===== config.mk =====
export PLATFORM = sky130hd
export DESIGN_NAME = sreg_read_stage
export DESIGN_NICKNAME = d
export VERILOG_FILES = /design/src/rtl/core_pkg.sv /design/src/rtl/sreg_read_pkg.sv /design/src/rtl/insn_decode_pkg.sv /design/src/rtl/sreg_rd_timer.sv /design/src/rtl/sreg_read_stage.sv
export SDC_FILE = /design/constraint.sdc
export NUM_CORES = 1
export LEC_CHECK = 0
export ABC_CLOCK_PERIOD_IN_PS = 7200
export CAP_MARGIN = 25
export CORE_MARGIN = 2
export CORE_UTILIZATION = 44
export CTS_CLUSTER_SIZE = 24
export DETAILED_ROUTE_END_ITERATION = 8
export HOLD_SLACK_MARGIN = 0.06
export PLACE_DENSITY = 0.85
export SLEW_MARGIN = 20
export SYNTH_ARGS = -nofsm -noshare
export SYNTH_HDL_FRONTEND = slang
export SYNTH_HIERARCHICAL = 1
export SYNTH_SLANG_ARGS = --single-unit

===== constraint.sdc =====
create_clock -name clk -period 7.2 [get_ports clk]
set_input_delay 1.8 -clock clk [delete_from_list [all_inputs] [get_ports clk]]
set_output_delay 1.8 -clock clk [all_outputs]
set_load 0.01 [all_outputs]

===== src/rtl/core_pkg.sv =====
// rtl/core_pkg.sv - core-wide address and instruction widths
package core;
  localparam int ADDR_WIDTH = 30;
  localparam int INSN_WIDTH = 32;
endpackage


===== src/rtl/sreg_read_pkg.sv =====
// rtl/sreg_read_pkg.sv - state encoding and sysreg request record for the read stage
package sreg_read_pkg;
  localparam int SREG_GROUP_W = 5;
  localparam int SREG_NUM_W   = 3;
  localparam int SREG_PL_W    = 2;
  localparam int TIMER_W      = 8;

  typedef enum logic [1:0] {
    S_IDLE,
    S_REQ,
    S_WAIT,
    S_DRAIN
  } sreg_state_e;

  typedef struct packed {
    logic [SREG_GROUP_W-1:0] group;
    logic [SREG_NUM_W-1:0]   num;
    logic [SREG_PL_W-1:0]    pl;
  } sreg_req_t;
endpackage


===== src/rtl/insn_decode_pkg.sv =====
// rtl/insn_decode_pkg.sv - instruction decode helpers for move-from-sysreg
package InsnDecodePkg;
  localparam logic [5:0] OPC_MFS = 6'h2d;

  typedef struct packed {
    logic [4:0] group;
    logic [2:0] num;
    logic [1:0] pl;
  } sysreg_operand_t;

  function automatic logic insn_is_MFS(input logic [core::INSN_WIDTH-1:0] insn);
    return insn[31:26] == OPC_MFS;
  endfunction

  // Operand layout: group [25:21], number [20:18], privilege level [17:16]
  function automatic sysreg_operand_t insn_operand_sysreg(input logic [core::INSN_WIDTH-1:0] insn);
    return sysreg_operand_t'(insn[25:16]);
  endfunction
endpackage


===== src/rtl/sreg_rd_timer.sv =====
// rtl/sreg_rd_timer.sv - ack timeout counter; expired marks the tick that reaches TIMEOUT
module sreg_rd_timer
  import sreg_read_pkg::*;
#(
  parameter int TIMEOUT = 15
) (
  input  logic clk,
  input  logic rst,
  input  logic clear,
  input  logic tick,
  output logic expired
);
  logic [TIMER_W-1:0] r_count;

  always_ff @(posedge clk) begin
    if (rst || clear) begin
      r_count <= '0;
    end else if (tick) begin
      r_count <= r_count + TIMER_W'(1);
    end
  end

  assign expired = tick && (r_count == TIMER_W'(TIMEOUT - 1));
endmodule


===== src/rtl/sreg_read_stage.sv =====
// rtl/sreg_read_stage.sv - pipeline stage that resolves MFS sysreg reads before passing instructions on
module sreg_read_stage
  import sreg_read_pkg::*;
#(
  parameter int ADDR_WIDTH  = core::ADDR_WIDTH,
  parameter int INSN_WIDTH  = core::INSN_WIDTH,
  parameter int SREG_WIDTH  = 32,
  parameter int GROUP_WIDTH = 5,
  parameter int NUM_WIDTH   = 3,
  parameter int PL_WIDTH    = 2,
  parameter int TIMEOUT     = 15
) (
  input  logic                   clk,
  input  logic                   rst,
  input  logic                   flush,
  input  logic                   in_valid,
  output logic                   in_ready,
  input  logic [ADDR_WIDTH-1:0]  in_addr,
  input  logic [INSN_WIDTH-1:0]  in_insn,
  output logic                   out_valid,
  input  logic                   out_ready,
  output logic [ADDR_WIDTH-1:0]  out_addr,
  output logic [INSN_WIDTH-1:0]  out_insn,
  output logic [SREG_WIDTH-1:0]  out_sreg_data,
  output logic                   out_sreg_fault,
  output logic                   sreg_rd_en,
  output logic [GROUP_WIDTH-1:0] sreg_rd_group,
  output logic [NUM_WIDTH-1:0]   sreg_rd_regnum,
  output logic [PL_WIDTH-1:0]    sreg_rd_plevel,
  input  logic                   sreg_rd_ack,
  input  logic [SREG_WIDTH-1:0]  sreg_rd_data,
  input  logic                   sreg_rd_fault
);
  localparam int DEC_W = core::INSN_WIDTH;

  sreg_state_e r_state, w_state_nxt;
  sreg_req_t   r_req;

  logic                  r_out_valid;
  logic [ADDR_WIDTH-1:0] r_out_addr;
  logic [INSN_WIDTH-1:0] r_out_insn;
  logic [SREG_WIDTH-1:0] r_out_data;
  logic                  r_out_fault;

  logic [DEC_W-1:0]                w_dec_insn;
  InsnDecodePkg::sysreg_operand_t  w_op;
  logic                  w_is_mfs;
  logic                  w_xfer;
  logic                  w_timer_clear;
  logic                  w_timer_tick;
  logic                  w_timer_expired;
  logic                  w_ld_plain;
  logic                  w_ld_mfs;
  logic                  w_ld_resp;
  logic [SREG_WIDTH-1:0] w_resp_data;
  logic                  w_resp_fault;

  assign w_dec_insn = DEC_W'(in_insn);
  assign w_is_mfs   = InsnDecodePkg::insn_is_MFS(w_dec_insn);
  assign w_op       = InsnDecodePkg::insn_operand_sysreg(w_dec_insn);

  assign in_ready = !rst && (r_state == S_IDLE) && (!r_out_valid || out_ready);
  assign w_xfer   = in_valid && in_ready;

  // The timer counts in DRAIN as well so a flushed request still gives up eventually
  assign w_timer_clear = (r_state == S_REQ);
  assign w_timer_tick  = ((r_state == S_WAIT) || (r_state == S_DRAIN)) && !sreg_rd_ack;

  sreg_rd_timer #(
    .TIMEOUT (TIMEOUT)
  ) u_timer (
    .clk     (clk),
    .rst     (rst),
    .clear   (w_timer_clear),
    .tick    (w_timer_tick),
    .expired (w_timer_expired)
  );

  always_ff @(posedge clk) begin
    if (rst) begin
      r_state <= S_IDLE;
    end else begin
      r_state <= w_state_nxt;
    end
  end

  always_comb begin
    w_state_nxt  = r_state;
    w_ld_plain   = 1'b0;
    w_ld_mfs     = 1'b0;
    w_ld_resp    = 1'b0;
    w_resp_data  = '0;
    w_resp_fault = 1'b0;
    case (r_state)
      S_IDLE: begin
        if (w_xfer && !flush) begin
          if (w_is_mfs) begin
            w_ld_mfs    = 1'b1;
            w_state_nxt = S_REQ;
          end else begin
            w_ld_plain = 1'b1;
          end
        end
      end
      S_REQ, S_WAIT: begin
        if (sreg_rd_ack) begin
          w_state_nxt  = S_IDLE;
          w_ld_resp    = !flush;
          w_resp_data  = sreg_rd_data;
          w_resp_fault = sreg_rd_fault;
        end else if (w_timer_expired) begin
          w_state_nxt  = S_IDLE;
          w_ld_resp    = !flush;
          w_resp_fault = 1'b1;
        end else if (flush) begin
          w_state_nxt = S_DRAIN;
        end else begin
          w_state_nxt = S_WAIT;
        end
      end
      S_DRAIN: begin
        if (sreg_rd_ack || w_timer_expired) begin
          w_state_nxt = S_IDLE;
        end
      end
      default: w_state_nxt = S_IDLE;
    endcase
  end

  // A new MFS can only be accepted once the held output is consumed, so out_* may be reused for it
  always_ff @(posedge clk) begin
    if (rst) begin
      r_out_valid <= 1'b0;
      r_out_addr  <= '0;
      r_out_insn  <= '0;
      r_out_data  <= '0;
      r_out_fault <= 1'b0;
      r_req       <= '0;
    end else begin
      if (w_ld_plain) begin
        r_out_valid <= 1'b1;
        r_out_addr  <= in_addr;
        r_out_insn  <= in_insn;
        r_out_data  <= '0;
        r_out_fault <= 1'b0;
      end else if (w_ld_resp) begin
        r_out_valid <= 1'b1;
        r_out_data  <= w_resp_data;
        r_out_fault <= w_resp_fault;
      end else if (flush || out_ready) begin
        r_out_valid <= 1'b0;
      end
      if (w_ld_mfs) begin
        r_out_addr  <= in_addr;
        r_out_insn  <= in_insn;
        r_req.group <= w_op.group;
        r_req.num   <= w_op.num;
        r_req.pl    <= w_op.pl;
      end
    end
  end

  assign out_valid      = r_out_valid;
  assign out_addr       = r_out_addr;
  assign out_insn       = r_out_insn;
  assign out_sreg_data  = r_out_data;
  assign out_sreg_fault = r_out_fault;
  assign sreg_rd_en     = !rst && (r_state == S_REQ);
  assign sreg_rd_group  = GROUP_WIDTH'(r_req.group);
  assign sreg_rd_regnum = NUM_WIDTH'(r_req.num);
  assign sreg_rd_plevel = PL_WIDTH'(r_req.pl);
endmodule


==> flow_metrics.env <==
export IMPL_status="completed"
export IMPL_worst_slew_pin_slew_ns=0.807
export IMPL_syn_num_nets=649
export IMPL_synth_seq_area_share_pct=52.9
export IMPL_vias_per_cell=5.06
export IMPL_worstSetupEndpointType="output port"
export IMPL_irDropWorstVdd_mv=0.131
export IMPL_hold_worst_slack_ns=0.452
export IMPL_clk_pin_slew_ns=0.05
export IMPL_drive_above_1_share_pct=5.64
export IMPL_post_route_period_util_pct=68.8
export IMPL_ys_types=38
export IMPL_clkSinkCount=116
export IMPL_fp_dieH_um=104
export IMPL_skew_ns=0.0113
export IMPL_ant_nets=0
export IMPL_yosysMostFrequentCell="nand2_1"
export IMPL_die_width_um=104
export IMPL_synth_edf_count=0
export IMPL_final_max_slew_viol_count=0
export IMPL_rsz0062_at_grt="false"
export IMPL_cts_setup_buffers=0
export IMPL_htree_levels=4
export IMPL_wire_per_inst_um=14.8
export IMPL_grt_pass1_wl_um=20900
export IMPL_overflow=0
export IMPL_dieArea_um2=10800
export IMPL_diodes=0
export IMPL_fin_area_um2=7070
export IMPL_maxCapViolations=0
export IMPL_via_count=4443
export IMPL_synth_top_cell_by_area="dfxtp_1"
export IMPL_netlist_area_um2=4390
export IMPL_synth_seq_cells=116
export IMPL_nNetsFinal=840
export IMPL_cts_tree="done"
export IMPL_initial_core_util_pct=45.1
export IMPL_syn_inst=542
export IMPL_fill_cells=712
export IMPL_synthArstFlopShare_pct=0
export IMPL_grtUsageTotal_pct=23.7
export IMPL_syn_to_final_growth_pct=61.0
export IMPL_setup_viol=0
export IMPL_crit_required_ns=5.40
export IMPL_synth_common_cells="nand2_1, dfxtp_1, a21oi_1, nand3_1, buf_2"
export IMPL_utilization_pct=72.6
export IMPL_first_iter_violations=159
export IMPL_finalWorstSetupSlack_ns=2.25
export IMPL_postCtsHoldBufs=0
export IMPL_synth_area_leaders="dfxtp_1, nand2_1, a21oi_1"
export IMPL_antenna_found_initial=0
export IMPL_synthFlopType="dfxtp_1"
export IMPL_stdcell_count=878
export IMPL_avgSynthCellArea_um2=8.10
export IMPL_fmax_mhz=202
export IMPL_hold_viol=0
export IMPL_cts_resized=0
export IMPL_cts_inserted_buffers=17
export IMPL_path_max_fanout=5
export IMPL_row_count=36
export IMPL_dpl_cell_count=846
export IMPL_pin_count=209
export IMPL_finalCriticalPeriod_ns=4.95
export IMPL_coreArea_um2=9730
export IMPL_place_area_um2=6470
export IMPL_power_mw=1.61
export IMPL_ys_warn_count=6
export IMPL_p_per_area_nw_per_um2=228
export IMPL_first_pass_iters=4
export IMPL_slew_headroom_pct=46.1
export IMPL_insertion_delay_ns=0.50
export IMPL_grt_max_degree=75
export IMPL_clock_root_buffer="clkbuf_8"
export IMPL_worst_setup_path_start_kind="primary input"
export IMPL_path_class="primary input to output port"
export IMPL_cts_max_path_buffers=2
export IMPL_min_path_type="flip-flop to flip-flop"
export IMPL_globalplace_congestion=0.769
export IMPL_portBuffers=208
export IMPL_wirelength_um=13000
export IMPL_dp_hpwl_um=8980
export IMPL_cellLeakagePower_nw=2.45
export IMPL_drc=0
export IMPL_dp_slack_ns=2.26
export IMPL_synth_top_area_share_pct=52.9
export IMPL_grt_pass1_vias=4322
export IMPL_cp_data_arrival_time_ns=3.15
export IMPL_final_setup_tns_ns=0
[final cells by class]
class / instances / area (µm²) / area share (%)
clock buffers: 21 / 449 / 6.36
repair buffers: 214 / 2140 / 30.2
clock inverters: 10 / 131 / 1.86
multi-input cells: 379 / 1840 / 26.1
well taps: 133 / 166 / 2.35
flip-flops and latches: 116 / 2320 / 32.9
inverters: 5 / 18.8 / 0.266
[state kept, by name (all words and copies together) (netlist names)]
register,cells
sreg_rd_regnum,3
out_addr,30
out_insn,32
u_timer/r_count,8
sreg_rd_plevel,2
out_valid,1
out_sreg_fault,1
out_sreg_data,32
r_state,2
sreg_rd_group,5
[cell families after synthesis]
family	synth area share, %
AND/OR/NAND/NOR	23.8
adder cells (fa/ha/maj)	1.71
buffers and inverters	5.47
XOR/XNOR	0.799
multiplexers	0.485
AO/OA/AOI/OAI	14.8
flip-flops	52.9
[cells in the final DEF, fill, tap and decap left out, drive strengths merged, types with 5 or more instances in the layout]
master,instances
a21oi,107
nor2,13
buf,7
clkinv,6
ha,6
dfxtp,116
clkbuf,21
inv,5
o21ai,14
clkdlybuf4s50,207
nand3,44
nand2,158
[routing by layer]
metal  part of all wire, %  track usage (%)  vias up
li1                      -                -     2193
met1                    39             27.2     2085
met2                    52             40.6      159
met3                   8.0             9.59        6
met4                  0.63             7.14        0
met5                     0                0        -
[path summary, 6_finish.rpt]
path                                    end  slack, ns                 startpoint  depth (start not counted)
max                                in_ready       2.25                  out_ready                          4
min               out_addr[16]$_SDFFE_PP0P_       0.45  out_addr[16]$_SDFFE_PP0P_                          2
min reg2reg       out_addr[16]$_SDFFE_PP0P_       0.45  out_addr[16]$_SDFFE_PP0P_                          2
max reg2reg  out_sreg_data[30]$_SDFFE_PP0P_       4.36    r_state[1]$_SDFFE_PP0P_                         10
[critical path, cell delays in order]
cell	delay, ns
clkdlybuf4s50_1	0.48
nor2b_1	0.10
nor3_1	0.18
clkdlybuf4s50_1	0.60
[where the power goes]
part	total, mW	switching (mW)	leakage, nW	internal (mW)
combinational	0.135	0.0559	1.23	0.0793
sequential	0.661	0.00603	0.938	0.655
clock	0.815	0.275	0.287	0.540
total	1.61	0.337	2.45	1.27
Note: power is estimated with default switching activity, not from simulation.
